===== src/rtl/bb_loop_filter.sv =====
// Bang-bang PI loop filter for the DCO: integrates early/late decisions,
// shifts gain down through COARSE/MEDIUM/FINE on direction reversals and flags lock.
module bb_loop_filter #(
    parameter int FILT_W    = 13,
    parameter int FRAC_W    = 6,
    parameter int INIT_CODE = 2432,
    parameter int OUT_MAX   = 4863,
    parameter int KI_C      = 4096,
    parameter int KI_M      = 512,
    parameter int KI_F      = 16,
    parameter int KP_C      = 32,
    parameter int KP_M      = 4,
    parameter int KP_F      = 1,
    parameter int TOGGLE_N  = 8,
    parameter int LOCK_N    = 16,
    parameter int RUN_N     = 4
) (
    input  logic              dco_clk,
    input  logic              reset,
    input  logic              comp_valid,
    input  logic              comp_up,
    input  logic              freeze,
    output logic [FILT_W-1:0] filter_output,
    output logic              filter_update,
    output logic [1:0]        gear,
    output logic              locked
);

    localparam int ACC_W = FILT_W + FRAC_W;
    localparam int SW    = ACC_W + 2;
    localparam int TOG_W = $clog2(LOCK_N + 1);
    localparam int RUN_W = $clog2(RUN_N + 1);

    localparam logic [ACC_W-1:0]     ACC_INIT  = ACC_W'(INIT_CODE * (2 ** FRAC_W));
    localparam logic [ACC_W-1:0]     ACC_MAX_U = ACC_W'(OUT_MAX * (2 ** FRAC_W));
    localparam logic signed [SW-1:0] ACC_MAX_S = SW'(OUT_MAX * (2 ** FRAC_W));
    localparam logic signed [SW-1:0] OUT_MAX_S = SW'(OUT_MAX);

    typedef enum logic [1:0] {
        COARSE = 2'd0,
        MEDIUM = 2'd1,
        FINE   = 2'd2,
        LOCKED = 2'd3
    } gear_t;

    function automatic logic [ACC_W-1:0] sat_acc(input logic signed [SW-1:0] x);
        if (x < 0)              return '0;
        else if (x > ACC_MAX_S) return ACC_MAX_U;
        else                    return x[ACC_W-1:0];
    endfunction

    function automatic logic [FILT_W-1:0] sat_out(input logic signed [SW-1:0] x);
        if (x < 0)              return '0;
        else if (x > OUT_MAX_S) return FILT_W'(OUT_MAX);
        else                    return x[FILT_W-1:0];
    endfunction

    gear_t             gear_q, gear_d;
    logic [ACC_W-1:0]  int_acc_q, int_acc_d;
    logic [FILT_W-1:0] filter_output_q, filter_output_d;
    logic              filter_update_q, filter_update_d;
    logic              locked_q, locked_d;
    logic              prev_up_q, prev_up_d;
    logic              prev_vld_q, prev_vld_d;
    logic [TOG_W-1:0]  tog_cnt_q, tog_cnt_d;
    logic [RUN_W-1:0]  run_cnt_q, run_cnt_d;

    logic signed [SW-1:0] ki, kp, step_i, step_p, acc_sum, out_sum;
    logic [ACC_W-1:0]     int_n;
    logic [TOG_W-1:0]     tog_n;
    logic [RUN_W-1:0]     run_n;
    logic                 update, reversal;

    always_comb begin
        gear_d          = gear_q;
        int_acc_d       = int_acc_q;
        filter_output_d = filter_output_q;
        filter_update_d = 1'b0;
        locked_d        = locked_q;
        prev_up_d       = prev_up_q;
        prev_vld_d      = prev_vld_q;
        tog_cnt_d       = tog_cnt_q;
        run_cnt_d       = run_cnt_q;

        update   = comp_valid && !freeze;
        reversal = prev_vld_q && (comp_up != prev_up_q);

        // LOCKED keeps tracking with the FINE gains
        case (gear_q)
            COARSE:  begin ki = SW'(KI_C); kp = SW'(KP_C); end
            MEDIUM:  begin ki = SW'(KI_M); kp = SW'(KP_M); end
            default: begin ki = SW'(KI_F); kp = SW'(KP_F); end
        endcase
        step_i  = comp_up ? ki : -ki;
        step_p  = comp_up ? kp : -kp;
        acc_sum = $signed({2'b00, int_acc_q}) + step_i;
        int_n   = sat_acc(acc_sum);
        out_sum = $signed({{(SW-FILT_W){1'b0}}, int_n[ACC_W-1:FRAC_W]}) + step_p;

        if (reversal) begin
            tog_n = (tog_cnt_q == TOG_W'(LOCK_N)) ? tog_cnt_q : tog_cnt_q + 1'b1;
            run_n = '0;
        end else begin
            tog_n = '0;
            run_n = (run_cnt_q == RUN_W'(RUN_N)) ? run_cnt_q : run_cnt_q + 1'b1;
        end

        if (update) begin
            int_acc_d       = int_n;
            filter_output_d = sat_out(out_sum);
            filter_update_d = 1'b1;
            prev_up_d       = comp_up;
            prev_vld_d      = 1'b1;
            tog_cnt_d       = tog_n;
            run_cnt_d       = run_n;
            case (gear_q)
                COARSE: if (tog_n == TOG_W'(TOGGLE_N)) begin
                    gear_d    = MEDIUM;
                    tog_cnt_d = '0;
                end
                MEDIUM: if (tog_n == TOG_W'(TOGGLE_N)) begin
                    gear_d    = FINE;
                    tog_cnt_d = '0;
                end
                FINE: if (tog_n == TOG_W'(LOCK_N)) begin
                    gear_d   = LOCKED;
                    locked_d = 1'b1;
                end
                default: if (run_n == RUN_W'(RUN_N)) begin
                    gear_d    = MEDIUM;
                    locked_d  = 1'b0;
                    tog_cnt_d = '0;
                    run_cnt_d = '0;
                end
            endcase
        end
    end

    always_ff @(posedge dco_clk or posedge reset) begin
        if (reset) begin
            gear_q          <= COARSE;
            int_acc_q       <= ACC_INIT;
            filter_output_q <= FILT_W'(INIT_CODE);
            filter_update_q <= 1'b0;
            locked_q        <= 1'b0;
            prev_up_q       <= 1'b0;
            prev_vld_q      <= 1'b0;
            tog_cnt_q       <= '0;
            run_cnt_q       <= '0;
        end else begin
            gear_q          <= gear_d;
            int_acc_q       <= int_acc_d;
            filter_output_q <= filter_output_d;
            filter_update_q <= filter_update_d;
            locked_q        <= locked_d;
            prev_up_q       <= prev_up_d;
            prev_vld_q      <= prev_vld_d;
            tog_cnt_q       <= tog_cnt_d;
            run_cnt_q       <= run_cnt_d;
        end
    end

    assign filter_output = filter_output_q;
    assign filter_update = filter_update_q;
    assign gear          = gear_q;
    assign locked        = locked_q;

endmodule


===== config.mk =====
export PLATFORM = sky130hd
export DESIGN_NAME = bb_loop_filter
export DESIGN_NICKNAME = d
export VERILOG_FILES = /design/src/rtl/bb_loop_filter.sv
export SDC_FILE = /design/constraint.sdc
export NUM_CORES = 1
export LEC_CHECK = 0
export CAP_MARGIN = 20
export CORE_MARGIN = 2
export CORE_UTILIZATION = 55
export DETAILED_ROUTE_END_ITERATION = 12
export PLACE_DENSITY = 0.74
export SLEW_MARGIN = 20
export SYNTH_ARGS = -nofsm -noshare
export SYNTH_HDL_FRONTEND = slang
export SYNTH_SLANG_ARGS = --single-unit

===== constraint.sdc =====
create_clock -name dco_clk -period 11.3 [get_ports dco_clk]
set_clock_uncertainty 0.2 [all_clocks]
set_input_delay 2.825 -clock dco_clk [delete_from_list [all_inputs] [get_ports dco_clk]]
set_output_delay 2.825 -clock dco_clk [all_outputs]
set_load 0.01 [all_outputs]

==> out/metrics.csv <==
stage,metric,value,unit
synthesis,"Avg Cell Area, Syn",8.32,sq um
detailed_routing,top routing layer used,met4,
synthesis,Post-Syn Nets,512,
finish,share of cells above drive strength 1,0.0823,
detailed_routing,Initial DRT Pass Iterations,5,
pwr,worst ir drop on vdd,0.168,mV
placed_design,gp weighted congestion,0.928,
global_route,vias in the first global route,3322,
sta,Tmin final,10060,ps
job,max cap viols,0,
worst_setup_path,Setup crit end kind,flip-flop,
floorplan,full die area,7780,sq um
finish,sequential cell area,1060,sq um
sta,Max Clk Rate,99.4,MHz
placed_design,area post-placement,4180,sq um
detailed_routing,number of routed nets with antenna violations,0,
finish,area taken by multi-input logic gates,2660,sq um
placed_design,# placed instances,574,
cts,TritonCTS Buffers,5,
global_route,first-pass GRT wire length,16.0,mm
cts,clock-pin slew of the registers on the worst-case setup and hold paths,80,ps
detailed_routing,DRT Wirelength,9.45,mm
placed_design,input/output buffers,21,
cts,clock buffer depth,2,
floorplan,Starting Density,0.571,
finish,post-route cell area,4290,sq um
synthesis,"Cell Area, Synth",3900,sq um
synthesis,Post-synth EDFFs,0,
synthesis,sequential fraction of the synthesis area,0.271,
synthesis,count of cell types in the netlist,75,
placed_design,Post-DP HPWL,7.05,mm
sta,hold slack,274,ps
finish,# nets final,528,
detailed_routing,Met3 Wirelength,520,microns
synthesis,asr flop ratio synth,1.00,
floorplan,# rows,30,
finish,antenna diode count,0,
cts,H-tree levels,2,
cts,clock root cell,clkbuf_8,
floorplan,Ports,22,
worst_setup_path,Worst EP required,11280,ps
floorplan,die extent in y,88.2,microns
worst_setup_path,CP arrival,10040,ps
cts,CTS tree,done,
synthesis,Post-Synthesis Cells,469,
synthesis,ranking of synthesized cells by area,"dfrtp_1 23%, ha_1 12%, nand2_1 5.1%",
sta,Max Slew Vio Count,0,
pwr,Leak,1.86,nW
pwr,PwrDens,247,nW/um^2
sta,Final setup viols,0,
global_route,overall global routing resource usage,0.261,
detailed_routing,drt via density,6.15,
sta,Slew headroom,0.470,
global_route,initial antenna violation count,0,
synthesis,Synth Flop Type,dfrtp_1,
finish,FILL cells,617,
finish,"Cell Count, Final, Fillers Out",582,
finish,Area Overhead vs Synth,9.97,%
synthesis,"FF+latch count, synth",42,
sta,Worst-Margin Slew,789,ps
worst_setup_path,CP Class,in2reg,
sta,Final Cycle Share,0.890,
floorplan,core region area,6830,sq um
detailed_routing,average wire per standard cell,16.2,microns
synthesis,post-synth top area share,0.231,
detailed_routing,met1 wire length,4.54,mm
cts,postcts setup bufs,0,
hold_path,min-delay worst type,reg2reg,
detailed_routing,DRC,0,
global_route,largest net degree at the start of global routing,45,
sta,RSZ-0062 raised after global routing,no,
status,status,completed,
worst_setup_path,worst-path fanout max,10,
detailed_routing,initial DRC count,176,
global_route,total grt overflow,0,
detailed_routing,routed via count,3579,
cts,Post-CTS Hold Buffers,0,
cts,Resized Gates After CTS,0,
floorplan,Chip Width,88.2,microns
cts,clk_lat worst skew,300,ps
detailed_routing,wire length on met2,4.22,mm
sta,Fin Setup TNS,0,ps
cts,clk sinks,42,
synthesis,Ys Warns,0,
synthesis,Synth area leader,dfrtp_1,
sta,final hold violation count,0,
worst_setup_path,crit path launch type,input port,
## worst max-delay path, cell delays in order
cell and delay [ps]:
clkdlybuf4s50_1 520, or3_1 620, xnor2_1 200, ha_1 300, or4_1 500, a41oi_1 330, a21oi_1 110, nor3_1 190
xor2_1 410, a21oi_1 130, o21ai_1 410, nand2_1 150, o21ai_0 390, inv_1 90, ha_1 300, a21o_1 180
a21oi_1 230, nor2b_1 80, o21a_1 190, o41a_1 370, nand3b_1 110, a21o_2 110, and3_1 190, o31ai_1 100
or4_4 440, a32oi_2 440, o21ai_1 110
## cell usage in the layout (no fill, tap or decap), types with 7 or more instances in the layout
| master | instances |
|---|---|
| o31ai_1 | 15 |
| xor2_1 | 12 |
| xnor2_1 | 13 |
| o21ai_0 | 25 |
| o21ai_1 | 9 |
| inv_1 | 27 |
| a31oi_1 | 7 |
| ha_1 | 37 |
| a22oi_1 | 8 |
| nand3_1 | 16 |
| a21oi_1 | 25 |
| nand2_1 | 53 |
| dfrtp_1 | 36 |
| clkdlybuf4s50_1 | 21 |
| nor3_1 | 7 |
| nor2_1 | 34 |
## state kept, by name, indices dropped and copies added, names as in the netlist
register	cells
filter_output	13
filter_update	1
gear	2
int_acc_q	15
locked	1
prev_up_q	1
prev_vld_q	1
run_cnt_q	3
tog_cnt_q	5
## cell families after synthesis
group	synth area share
buffers and inverters	0.0481
DFF	0.271
muxes	0.0276
xor gates and xnor gates	0.0561
adders and majority gates	0.124
AOI/OAI and AO/OA	0.277
and+or+nand+nor	0.196
## path summary, 6_finish.rpt
check | from | endpoint | slack, ps | cells past startpoint
min | prev_vld_q | prev_vld_q | 270 | 1
max | comp_up | filter_output[1] | 1240 | 27
min in group asynchronous | reset | filter_output[9] | 2750 | 3
min reg2reg | prev_vld_q | prev_vld_q | 270 | 1
max in group asynchronous | reset | int_acc_q[17] | 7750 | 3
max reg2reg | gear[1] | filter_output[1] | 3400 | 28
## per-layer routing
layer / up-vias / global-route usage
li1: 1781 / -
met1: 1675 / 0.391
met2: 109 / 0.390
met3: 14 / 0.0326
met4: 0 / 0.0882
met5: - / 0
## metrics by stage
| step | util | setup slack [ps] | total power, W |
|---|---|---|---|
| 4_1_cts | 0.628 | 1310 | 0.00105 |
| 2_1_floorplan | - | 2320 | 0.000746 |
| 3_3_place_gp | 0.612 | 1240 | 0.000912 |
| 5_1_grt | 0.628 | 721 | 0.00114 |
| 6_report | 0.628 | 1240 | 0.00106 |
| 3_5_place_dp | 0.612 | 996 | 0.000923 |
## cell type report
type	count	area share
Clock inverter	2	0.00875
Timing Repair Buffer	24	0.0542
Multi-Input combinational cell	383	0.619
Clock buffer	6	0.0169
Tap cell	96	0.0280
Sequential cell	42	0.247
Inverter	29	0.0265
## power breakdown
part,switching [W],internal (W),total (W)
Combinational,0.000408,0.000280,0.000687
Clock,0.0000535,0.0000659,0.000119
Sequential,0.0000441,0.000207,0.000251
Total,0.000505,0.000553,0.00106
## cell usage after synthesis (all sizes together) (4+ instances only)
cell,count
a211oi,6
a21o,9
a21oi,26
a22oi,8
a31oi,7
and3,6
buf,6
clkbuf,9
dfrtp,36
dfstp,6
ha,37
inv,27
mux2,6
mux2i,4
nand2,53
nand2b,6
nand3,16
nand4,6
nor2,34
nor2b,6
nor3,7
o211ai,4
o21a,6
o21ai,34
o31ai,16
o41ai,4
or3,7
xnor2,13
xor2,12
Power figures use the tool's default switching activity.
